## src/rtl/alu_cmd_pkg.sv

```systemverilog
// Shared definitions for the ALU command sequencer: FSM encoding, command bytes
// and the ALU function codes used by the ALU, the sequencer and their benches.
package alu_cmd_pkg;

    typedef enum logic [2:0] {
        ST_IDLE    = 3'd0,
        ST_GET_A   = 3'd1,
        ST_GET_B   = 3'd2,
        ST_GET_FUN = 3'd3,
        ST_EXEC    = 3'd4,
        ST_WAIT    = 3'd5,
        ST_SEND_LO = 3'd6,
        ST_SEND_HI = 3'd7
    } state_t;

    localparam logic [7:0] CMD_FULL_DEF  = 8'hCC;
    localparam logic [7:0] CMD_REUSE_DEF = 8'hDD;

    localparam logic [3:0] FUN_ADD    = 4'd0;
    localparam logic [3:0] FUN_SUB    = 4'd1;
    localparam logic [3:0] FUN_MUL    = 4'd2;
    localparam logic [3:0] FUN_DIV    = 4'd3;
    localparam logic [3:0] FUN_AND    = 4'd4;
    localparam logic [3:0] FUN_OR     = 4'd5;
    localparam logic [3:0] FUN_NAND   = 4'd6;
    localparam logic [3:0] FUN_NOR    = 4'd7;
    localparam logic [3:0] FUN_XOR    = 4'd8;
    localparam logic [3:0] FUN_XNOR   = 4'd9;
    localparam logic [3:0] FUN_CMP_EQ = 4'd10;
    localparam logic [3:0] FUN_CMP_GT = 4'd11;
    localparam logic [3:0] FUN_CMP_LT = 4'd12;
    localparam logic [3:0] FUN_SHR    = 4'd13;
    localparam logic [3:0] FUN_SHL    = 4'd14;
    localparam logic [3:0] FUN_NOP    = 4'd15;

endpackage

```

## src/rtl/alu_cmd_ctrl.sv

```systemverilog
// Byte-serial command sequencer: parses a command frame, fires the ALU once,
// waits (with a watchdog) for its result and returns it low byte first.
module alu_cmd_ctrl
    import alu_cmd_pkg::*;
#(
    parameter int                    DATA_WIDTH = 8,
    parameter int                    OUT_WIDTH  = 16,
    parameter logic [DATA_WIDTH-1:0] CMD_FULL   = DATA_WIDTH'(CMD_FULL_DEF),
    parameter logic [DATA_WIDTH-1:0] CMD_REUSE  = DATA_WIDTH'(CMD_REUSE_DEF),
    parameter int                    TIMEOUT    = 15
) (
    input  logic                  CLK,
    input  logic                  RST,
    input  logic [DATA_WIDTH-1:0] rx_data,
    input  logic                  rx_valid,
    output logic [DATA_WIDTH-1:0] alu_a,
    output logic [DATA_WIDTH-1:0] alu_b,
    output logic [3:0]            alu_fun,
    output logic                  alu_en,
    input  logic [OUT_WIDTH-1:0]  alu_out,
    input  logic                  alu_valid,
    output logic [DATA_WIDTH-1:0] tx_data,
    output logic                  tx_valid,
    input  logic                  tx_ready,
    output logic                  busy,
    output logic                  err
);

    localparam int WD_W = $clog2(TIMEOUT + 1);

    state_t                state, state_next;
    logic [WD_W-1:0]       wd_cnt;
    logic [OUT_WIDTH-1:0]  result;
    logic                  bad_cmd;
    logic                  wd_expire;

    always_ff @(posedge CLK or posedge RST) begin
        if (RST) state <= ST_IDLE;
        else     state <= state_next;
    end

    always_comb begin
        state_next = state;
        bad_cmd    = 1'b0;
        wd_expire  = 1'b0;
        case (state)
            ST_IDLE: begin
                if (rx_valid) begin
                    if (rx_data == CMD_FULL)       state_next = ST_GET_A;
                    else if (rx_data == CMD_REUSE) state_next = ST_GET_FUN;
                    else                           bad_cmd    = 1'b1;
                end
            end
            ST_GET_A:   if (rx_valid) state_next = ST_GET_B;
            ST_GET_B:   if (rx_valid) state_next = ST_GET_FUN;
            ST_GET_FUN: if (rx_valid) state_next = ST_EXEC;
            ST_EXEC:    state_next = ST_WAIT;
            ST_WAIT: begin
                // A result arriving on the last watchdog cycle still counts.
                if (alu_valid) begin
                    state_next = ST_SEND_LO;
                end else if (wd_cnt == WD_W'(TIMEOUT)) begin
                    wd_expire  = 1'b1;
                    state_next = ST_IDLE;
                end
            end
            ST_SEND_LO: if (tx_ready) state_next = ST_SEND_HI;
            ST_SEND_HI: if (tx_ready) state_next = ST_IDLE;
            default:    state_next = ST_IDLE;
        endcase
    end

    // Outputs are registered from the next state so they line up with it.
    always_ff @(posedge CLK or posedge RST) begin
        if (RST) begin
            alu_a    <= '0;
            alu_b    <= '0;
            alu_fun  <= '0;
            alu_en   <= 1'b0;
            tx_data  <= '0;
            tx_valid <= 1'b0;
            busy     <= 1'b0;
            err      <= 1'b0;
            wd_cnt   <= '0;
            result   <= '0;
        end else begin
            alu_en   <= (state_next == ST_EXEC);
            busy     <= (state_next != ST_IDLE);
            tx_valid <= (state_next == ST_SEND_LO) || (state_next == ST_SEND_HI);
            err      <= bad_cmd || wd_expire;

            if (rx_valid && state == ST_GET_A)   alu_a   <= rx_data;
            if (rx_valid && state == ST_GET_B)   alu_b   <= rx_data;
            if (rx_valid && state == ST_GET_FUN) alu_fun <= rx_data[3:0];

            if (state == ST_EXEC)      wd_cnt <= WD_W'(1);
            else if (state == ST_WAIT) wd_cnt <= wd_cnt + WD_W'(1);

            if (state == ST_WAIT && alu_valid) begin
                result  <= alu_out;
                tx_data <= alu_out[DATA_WIDTH-1:0];
            end else if (state == ST_SEND_LO && tx_ready) begin
                tx_data <= result[OUT_WIDTH-1:DATA_WIDTH];
            end
        end
    end

endmodule

```

## config.mk

```make
export PLATFORM = sky130hd
export DESIGN_NAME = alu_cmd_ctrl
export DESIGN_NICKNAME = d
export VERILOG_FILES = /design/src/rtl/alu_cmd_pkg.sv /design/src/rtl/alu_cmd_ctrl.sv
export SDC_FILE = /design/constraint.sdc
export NUM_CORES = 1
export LEC_CHECK = 0
export ABC_AREA = 1
export CORE_UTILIZATION = 47
export DETAILED_ROUTE_END_ITERATION = 7
export PLACE_DENSITY = 0.79
export RECOVER_POWER = 50
export SLEW_MARGIN = 30
export SYNTH_ARGS = -nofsm -noshare
export SYNTH_HDL_FRONTEND = slang
export SYNTH_SLANG_ARGS = --single-unit
```

## constraint.sdc

```tcl
create_clock -name CLK -period 1.5 [get_ports CLK]
set_input_delay 0.3 -clock CLK [delete_from_list [all_inputs] [get_ports CLK]]
set_output_delay 0.3 -clock CLK [all_outputs]
set_load 0.1 [all_outputs]
```

Word level (Yosys, flattened, before mapping)
Index checks and enable logic that the tools add are counted.

Register bits after elaboration: 55. Input bits: 29. Output and inout port bits: 32. Word-level logic and storage cells: 58.

Add/subtract/negate cells: 1. Equal/unequal tests: 13. Muxes and demuxes: 22. Reduce and logical (&&, ||, !) cells: 11.

Operators by type and width (count): 2-to-1 mux 3 bit (10); one-hot mux 3 bit (8 select lines) (1); == test 3 bit, second input constant (7); == test 8 bit, second input constant (2); 2-to-1 mux 8 bit (2); 2-to-1 mux 4 bit (2); 2-to-1 mux 1 bit (7); == test 3 x 2 -> 1 bit, second input constant (2); logical AND 1 bit (5); adder 4 x 1 -> 4 bit, second input constant (1); == test 4 bit, second input constant (1); nonzero test 2 bit (2); == test 3 x 1 -> 1 bit, second input constant (1); logical NOT 3 bit (1); nonzero test 3 bit (1); logical OR 1 bit (2).

Longest topological paths before layout
Gate-level depths: netlist of run 1.

Depth after elaboration: 7. Mapped depth: 9. Mapped depth without buffers: 8.

Least setup slack after synthesis of run 1
Ideal clock, no wire load.

Kind: register to register. Start point: reg state[2]. End point: reg alu_a[0]. Setup time: 125 ps. Arrival time: 1143 ps. Data required time: 1375 ps. Slack: 232 ps. Cell stages (with the launch flop): 9. Buffers on the path: 2. Clock period less this slack: 1268 ps. Path through: dfrtp_1 -> inv_2 -> buf_4 -> nand2_2 -> nor2_2 -> inv_2 -> buf_6 -> nand2_1 -> o21ai_1.

Word-level cells in the longest chain between the ends: 2.

RTL lines: start: declaration (RTL line alu_cmd_ctrl.sv:31) `state_t state, state_next;`; start signal: assignment (RTL line alu_cmd_ctrl.sv:39) `else state <= state_next;`; == test 3 x 1 -> 1 bit (RTL line alu_cmd_ctrl.sv:92) `if (rx_valid && state == ST_GET_A) alu_a <= rx_data;`; logical AND 1 bit (RTL line alu_cmd_ctrl.sv:92); end signal: assignment (RTL line alu_cmd_ctrl.sv:92); end: declaration (RTL line alu_cmd_ctrl.sv:16) `output logic [DATA_WIDTH-1:0] alu_a,`.

Every way passes these cells. A chain may end at the register's enable or synchronous reset.

Worst setup path after layout of run 1
Start point: reg state[1]. End point: reg tx_data[0].

Word-level cells in the longest chain between the ends: 3. Elaborated cells between the ends (all ways): 6. Those cells by class: eq/ne (2); mux (1); reduce/logical (3).

RTL lines: == test 3 bit (on tied branches) (RTL line alu_cmd_ctrl.sv:99, alu_cmd_ctrl.sv:102); logical AND 1 bit (on tied branches) (RTL line alu_cmd_ctrl.sv:99, alu_cmd_ctrl.sv:102); 2-to-1 mux 8 bit / nonzero test 2 bit (equally long branches); end signal: assignment (RTL line alu_cmd_ctrl.sv:101) `tx_data <= alu_out[DATA_WIDTH-1:0];`; end signal: assignment (RTL line alu_cmd_ctrl.sv:103) `tx_data <= result[OUT_WIDTH-1:DATA_WIDTH];`; end: declaration (RTL line alu_cmd_ctrl.sv:22) `output logic [DATA_WIDTH-1:0] tx_data,`.

Several ways; a longest one is shown, not always the timed one.

==> results.yml, run 1 <==
run_status:
  status: "complete, no violations"
synthesis:
  synth_async_sr_flop_share_pct: 100
  netlist-cell-type-count: 26
  synth_cells: 235
  synth-edff-count: 0
  synth_sequential_area_ratio_pct: 55.7
  synthesis.area_per_instance_um2: 8.99
  yosys_warnings: 0
  ys.flop_type: "sky130_fd_sc_hd__dfrtp_1"
  synthesis.area_um2: 2110
  syn-num-nets: 265
  ys_seq_elements: 47
floorplan:
  area_of_the_die_um2: 4770
  top_level_ports: 61
  die_y_um: 69.1
  floorplan.core_area_um2: 4320
  initial_core_util_pct: 48.9
  row_count: 24
  dieWidth_um: 69.1
critical_path:
  worstSetupEndpoint: "tx_data[0]$_DFFE_PP0P_"
  arrival_ns: 1.61
  required_ns: 1.68
  r2r-end: "tx_data[0]$_DFFE_PP0P_"
  timing.reg2reg.worst_path_depth: 7
  reg2reg_setup_slack_ns: 0.07
  timing.setup.critical_path_class: "flip-flop to flip-flop"
  crit_start: "state[1]$_DFF_PP0_"
  worst_setup_path_end_kind: "flip-flop"
  r2r_start: "state[1]$_DFF_PP0_"
  startpoint_kind_of_the_worst_setup_timing_path: "flip-flop"
  critical_path.max_fanout: 11
detailed_routing:
  totalWireLength_mm: 5.24
  drt_iter0_markers: 135
  vias: 1861
  routed_wire_length_per_instance_um: 14.6
  detail_route.first_pass.iterations: 4
  viasPerCell: 5.17
  postRouteAntennaNets: 0
  drcViolationCount: 0
final_layout:
  layout-area-overhead-vs-synth_pct: 52.7
  insertedDiodeCount: 0
  stdcell_area_um2: 3230
  design.final.nets: 338
  drive_gt1_share_pct: 22.4
  filler_cell_count: 305
clock_network:
  cts.sink_count: 47
  clock_tree_from_tritoncts: "built"
  post_cts_hold_buffer_count: 0
  cts.path.max_buffers: 2
  cts.reportedPaths.clkPinSlew_ns: 0.09
  cts_inserted_buffers: 5
  source_to_sink_clock_delay_at_the_later_pin_of_the_worst_skew_pair_ns: 0.30
  cts.htree.levels: 2
  clock-root-buffer: "sky130_fd_sc_hd__clkbuf_8"
global_routing:
  antenna_found_initial: 0
  grt_pass1_vias: 1753
  overflow: 0
  grt_pass1_wl_mm: 8.35
  grt_usage_pct: 22.7
  largest_net_degree_at_the_start_of_global_routing: 19
placement:
  placement.io_buffers: 60
  detailedPlace.worstSlack_ns: -0.0966
  dp_hpwl_mm: 3.83
  post_dp_cell_area_um2: 3120
  routabilityCongestion: 0.897
sta:
  hold_viol_final: 0
  finalCriticalPeriod_ns: 1.43
  tightest_slew_ns: 0.477
  worst_slack_ns: 0.0721
  fmax_mhz: 700
  max_slew_violations: 0
  grt_setup_unrepaired: "true"
  timing.slew.headroom_pct: 68.2
  timing.final.crit_share_pct: 95.2
  clock_skew_ns: 0.00521
  timing.setup.tns_ns: 0
  finalSetupViolations: 0
  fin_hold_ws_ns: 0.444
hold_path:
  kind_of_path_behind_the_tightest_hold_check: "primary input to async pin"
job:
  timing.max_cap.violations: 0
==> state kept, by name (all words and copies together), names as in the netlist <==
name and cells:
alu_a 8, tx_valid 1, alu_b 8, alu_en 1, tx_data 8, err 1, result 8, state 3
alu_fun 4, wd_cnt 4, busy 1
==> how the worst min path moves through the flow <==
stage	from	slack [ns]	endpoint
CTS	RST	0.27	alu_a[2]$_DFFE_PP0P_
finish	RST	0.44	alu_a[2]$_DFFE_PP0P_
detailed placement	result[10]$_DFFE_PP0P_	0.46	result[10]$_DFFE_PP0P_
global placement	result[10]$_DFFE_PP0P_	0.46	result[10]$_DFFE_PP0P_
floorplan	alu_out[10]	0.41	result[10]$_DFFE_PP0P_
global route	RST	0.49	alu_a[2]$_DFFE_PP0P_
==> per-layer routing <==
| metal | part of all wire (%) | vias up | GRT usage (%) | wire length (um) |
|---|---|---|---|---|
| met4 | 1.7 | 0 | 8.16 | 91 |
| met3 | 6.8 | 9 | 7.89 | 358 |
| met5 | 0 | - | 0 | 0 |
| met2 | 50 | 69 | 37.2 | 2610 |
| met1 | 42 | 889 | 27.6 | 2180 |
| li1 | - | 894 | - | - |
==> layout by cell type, fill, tap and decap left out, drive strengths merged <==
| cell type | n |
|---|---|
| dfrtp | 47 |
| nand4 | 5 |
| nand3b | 1 |
| clkinv | 2 |
| o21ai | 24 |
| buf | 41 |
| nand2 | 75 |
| nand3 | 12 |
| dlygate4sd3 | 1 |
| a21oi | 3 |
| ha | 1 |
| xnor2 | 2 |
| clkbuf | 7 |
| a31oi | 8 |
| and2 | 1 |
| nor2 | 25 |
| inv | 26 |
| clkdlybuf4s50 | 27 |
==> worst max-delay path: stages (launching register included) <==
cell	delay [ns]
sky130_fd_sc_hd__dfrtp_2	0.46
sky130_fd_sc_hd__inv_2	0.12
sky130_fd_sc_hd__nand2_4	0.08
sky130_fd_sc_hd__nor2_8	0.16
sky130_fd_sc_hd__nand2_8	0.14
sky130_fd_sc_hd__buf_4	0.17
sky130_fd_sc_hd__nand2_1	0.08
sky130_fd_sc_hd__a31oi_2	0.10
==> cell usage after synthesis (4+ instances only) <==
library cell | instances | area share (%)
sky130_fd_sc_hd__o21ai_1 | 10 | 2.4
sky130_fd_sc_hd__inv_2 | 4 | 0.71
sky130_fd_sc_hd__nor2_2 | 5 | 1.5
sky130_fd_sc_hd__nor2_1 | 19 | 3.4
sky130_fd_sc_hd__a31oi_1 | 8 | 2.4
sky130_fd_sc_hd__dfrtp_1 | 47 | 56
sky130_fd_sc_hd__inv_1 | 21 | 3.7
sky130_fd_sc_hd__o21ai_0 | 14 | 3.3
sky130_fd_sc_hd__nand2_1 | 70 | 12
sky130_fd_sc_hd__nand3_1 | 11 | 2.6
sky130_fd_sc_hd__nand4_1 | 5 | 1.5
==> cell families (layout without fill, tap and decap cells) <==
| logic type | after synthesis | count (layout) | share of synthesized area, % |
|---|---|---|---|
| and+or+nand+nor | 118 | 119 | 26.2 |
| DFF | 47 | 47 | 55.7 |
| AOI/OAI and AO/OA | 35 | 35 | 8.76 |
| buffers and inverters | 32 | 104 | 7.99 |
| xor gates and xnor gates | 2 | 2 | 0.829 |
| adders and majority gates | 1 | 1 | 0.592 |
==> through the flow <==
stage | util, % | instances
6_report | 74.6 | 360
4_1_cts | 74.1 | 355
3_5_place_dp | 72.2 | 348
2_1_floorplan | - | 235
5_1_grt | 74.6 | 360
3_3_place_gp | 72.2 | 348
==> layout make-up <==
type | count | area (um^2) | share of cell area (%)
timing repair buffer | 71 | 1010 | 31.3
tap | 52 | 65.1 | 2.02
clock buffer | 5 | 68.8 | 2.13
sequential | 47 | 1180 | 36.5
clock inverter | 2 | 13.8 | 0.427
multi-input combinational | 157 | 786 | 24.4
inverter | 26 | 105 | 3.26
==> repair_timing <==
item | CTS | global route
endpoints found under the setup margin | 0 | 3
resized for setup | 0 | 3
buffers inserted | 0 | 4
Power of run 1 is not shown: default switching activity piles up to over one toggle a cycle in this logic, so the estimate is an artifact.
==> run 2: changes to the inputs <==
SLEW_MARGIN = not set   (was 30)
==> results of run 2 <==
No change in the layout: final DEF, timing and power equal those of run 1.
Power of run 2 is left out for the same reason.
==> run 3: changes to the inputs <==
ABC_AREA = not set   (was 1)
CAP_MARGIN = 20   (was not set)
CORE_ASPECT_RATIO = 1.5   (was not set)
==> run 3 against run 2 <==
  * The flow now finishes with violations (design-rule violations)
  * Via count shrank 13%
  * Final area grew 2.0%
  * Die area grew 1.4%
  * Critical path depth shrank 2
  * Clock skew grew 0.0026 ns
  * Sequential cell count is the same
  * Final cell count shrank 16%
  * Register-to-register slack is essentially flat
  * Critical path type is now primary input to flip-flop
  * Highest routed layer unchanged
==> results.yml, run 3 <==
sta:
  max_slew_violations: 0
  timing.final.crit_share_pct: 98.0
  timing.slew.headroom_pct: 31.9
  tightest_slew_ns: 1.02
  finalSetupViolations: 0
  finalCriticalPeriod_ns: 1.47
  hold_viol_final: 0
  clock_skew_ns: 0.00784
  worst_slack_ns: 0.0297
  fmax_mhz: 680
detailed_routing:
  drt_iter0_markers: 63
  viasPerCell: 5.39
  detail_route.first_pass.iterations: 6
  drcViolationCount: 10
  routed_wire_length_per_instance_um: 16.4
  totalWireLength_mm: 4.94
  vias: 1621
  postRouteAntennaNets: 0
job:
  timing.max_cap.violations: 0
critical_path:
  sequence_of_cells_on_the_critical_path: "clkdlybuf4s50_1 > and2b_2 > and3_1 > buf_12 > mux2_2"
  timing.setup.critical_path_class: "primary input to flip-flop"
  startpoint_kind_of_the_worst_setup_timing_path: "primary input"
  timing.critical_path.slowest_cell_delay_ns: 0.50
  arrival_ns: 1.66
  timing.critical_path.slowest_stage_cell: "sky130_fd_sc_hd__clkdlybuf4s50_1"
  critical_path.max_fanout: 8
  required_ns: 1.69
  worst_setup_path_end_kind: "flip-flop"
final_layout:
  sequential_cell_area_um2: 1180
  filler_cell_count: 262
  insertedDiodeCount: 0
  design.final.nets: 284
  most_frequent_standard_cell_in_the_layout_excluding_fill_and_tap_cells: "sky130_fd_sc_hd__dfrtp_1"
  multi_input_area_um2: 906
  layout-area-overhead-vs-synth_pct: 53.6
  drive_gt1_share_pct: 41.2
  most-common-layout-cells: "47 x sky130_fd_sc_hd__dfrtp_1, 28 x sky130_fd_sc_hd__clkdlybuf4s50_1, 25 x sky130_fd_sc_hd__mux2_2, 25 x sky130_fd_sc_hd__buf_12, 20 x sky130_fd_sc_hd__buf_4"
synthesis:
  synth-edff-count: 0
  synth_area_leaders: "sky130_fd_sc_hd__dfrtp_1 55%, sky130_fd_sc_hd__mux2_2 13%, sky130_fd_sc_hd__mux2i_1 3.7%"
  synth_async_sr_flop_share_pct: 100
  muxShareOfSynthArea_pct: 18.8
  synth_sequential_area_ratio_pct: 54.9
  ys_seq_elements: 47
  netlist.area_leader.share_pct: 54.9
  main_combinational_cell_family_by_area_after_synthesis: "multiplexers"
  synth_top_area_cell: "sky130_fd_sc_hd__dfrtp_1"
  ys.flop_type: "sky130_fd_sc_hd__dfrtp_1"
  synthSimpleGateAreaFrac_pct: 12.6
  synth_cells: 168
  synthesis.area_per_instance_um2: 12.8
  synth-xor-area-share_pct: 0.818
  netlist-cell-type-count: 42
  synth_commonest_cells: "47 x sky130_fd_sc_hd__dfrtp_1, 25 x sky130_fd_sc_hd__mux2_2, 13 x sky130_fd_sc_hd__nand2_1"
  yosysMostFrequentCell: "sky130_fd_sc_hd__dfrtp_1"
  synth-adder-area-share_pct: 0.584
  syn-num-nets: 198
  synthesis.area_um2: 2140
  synth_compound_gate_area_share_pct: 7.94
  yosys_warnings: 0
floorplan:
  die_y_um: 84.7
  top_level_ports: 61
  dieWidth_um: 57.1
  area_of_the_die_um2: 4840
  initial_core_util_pct: 49.6
  row_count: 29
  floorplan.core_area_um2: 4320
run_status:
  status: "finished with violations"
  failed_checks: "design-rule violations"
placement:
  detailedPlace.worstSlack_ns: -0.291
  dp_hpwl_mm: 3.62
  routabilityCongestion: 0.741
  placement.io_buffers: 60
clock_network:
  clock-root-buffer: "sky130_fd_sc_hd__clkbuf_8"
  cts.path.max_buffers: 2
  clock_tree_from_tritoncts: "built"
  cts_inserted_buffers: 5
  source_to_sink_clock_delay_at_the_later_pin_of_the_worst_skew_pair_ns: 0.30
  cts.htree.levels: 2
  cts.sink_count: 47
  post_cts_hold_buffer_count: 0
  cts.reportedPaths.clkPinSlew_ns: 0.09
global_routing:
  grt_pass1_wl_mm: 8.23
  grt_pass1_vias: 1796
  antenna_found_initial: 0
  largest_net_degree_at_the_start_of_global_routing: 48
  grt_usage_pct: 22.0
  overflow: 0
hold_path:
  kind_of_path_behind_the_tightest_hold_check: "flip-flop to flip-flop"
-- run 3: metal layers --
metal	vias up	track usage (%)	wire, um
met5	-	0	0
met4	0	6.65	83
met3	8	5.39	276
met2	69	41.3	2740
met1	775	23.6	1840
li1	769	-	-
-- run 3: critical path: cells and delay by family --
family / cells / cell delay, ns
buf+inv: 2 / 0.63
simple gates: 2 / 0.39
mux: 1 / 0.33
-- run 3: cells by family (layout without fill, tap and decap cells) --
group           after synthesis  count (layout)
xor+xnor                      2               2
compound gates               27              27
mux                          36              36
flops                        47              47
buf+inv                      12              99
fa+ha+maj                     1               1
simple gates                 43              43
-- run 3: repair_timing --
| action | in CTS | in global routing |
|---|---|---|
| resized for setup | 1 | 6 |
| hold endpoints to repair | 0 | 0 |
| gates cloned | 0 | 0 |
| buffers inserted | 1 | 0 |
| pin swaps | 1 | 1 |
| setup endpoints to repair | 1 | 8 |
-- run 3: final timing paths --
kind	depth (start not counted)	end	slack, ns	from
worst max register to register	5	state[1]$_DFF_PP0_	0.07	state[1]$_DFF_PP0_
max in group asynchronous	3	alu_en$_DFF_PP0_	0.25	RST
worst min register to register	2	tx_data[5]$_DFFE_PP0P_	0.49	tx_data[5]$_DFFE_PP0P_
worst max-delay path	5	alu_a[1]$_DFFE_PP0P_	0.03	rx_valid
min in group asynchronous	3	alu_b[2]$_DFFE_PP0P_	0.61	RST
worst min-delay path	2	tx_data[5]$_DFFE_PP0P_	0.49	tx_data[5]$_DFFE_PP0P_
-- run 3: cell type report --
cell class              count  area share [%]
inverters                   5           0.722
flip-flops and latches     47            35.7
multi-input cells         109            27.5
repair buffers             86            30.8
well taps                  46            1.75
clock inverters             3            1.33
clock buffers               5            2.09
-- run 3: metrics by stage --
| stage | hold slack (ns) | std cells | TNS [ns] | utilization (%) | cell area [um^2] |
|---|---|---|---|---|---|
| floorplan | 0.413 | 168 | 0 | - | 2140 |
| global placement | 0.487 | 292 | -6.85 | 76.5 | 3300 |
| detailed placement | 0.495 | 292 | -7.82 | 76.5 | 3300 |
| CTS | 0.348 | 301 | 0 | 79.3 | 3420 |
| global route | 0.525 | 301 | -0.0241 | 76.2 | 3290 |
| finish | 0.492 | 301 | 0 | 76.2 | 3290 |
Power of run 3 is left out for the same reason.
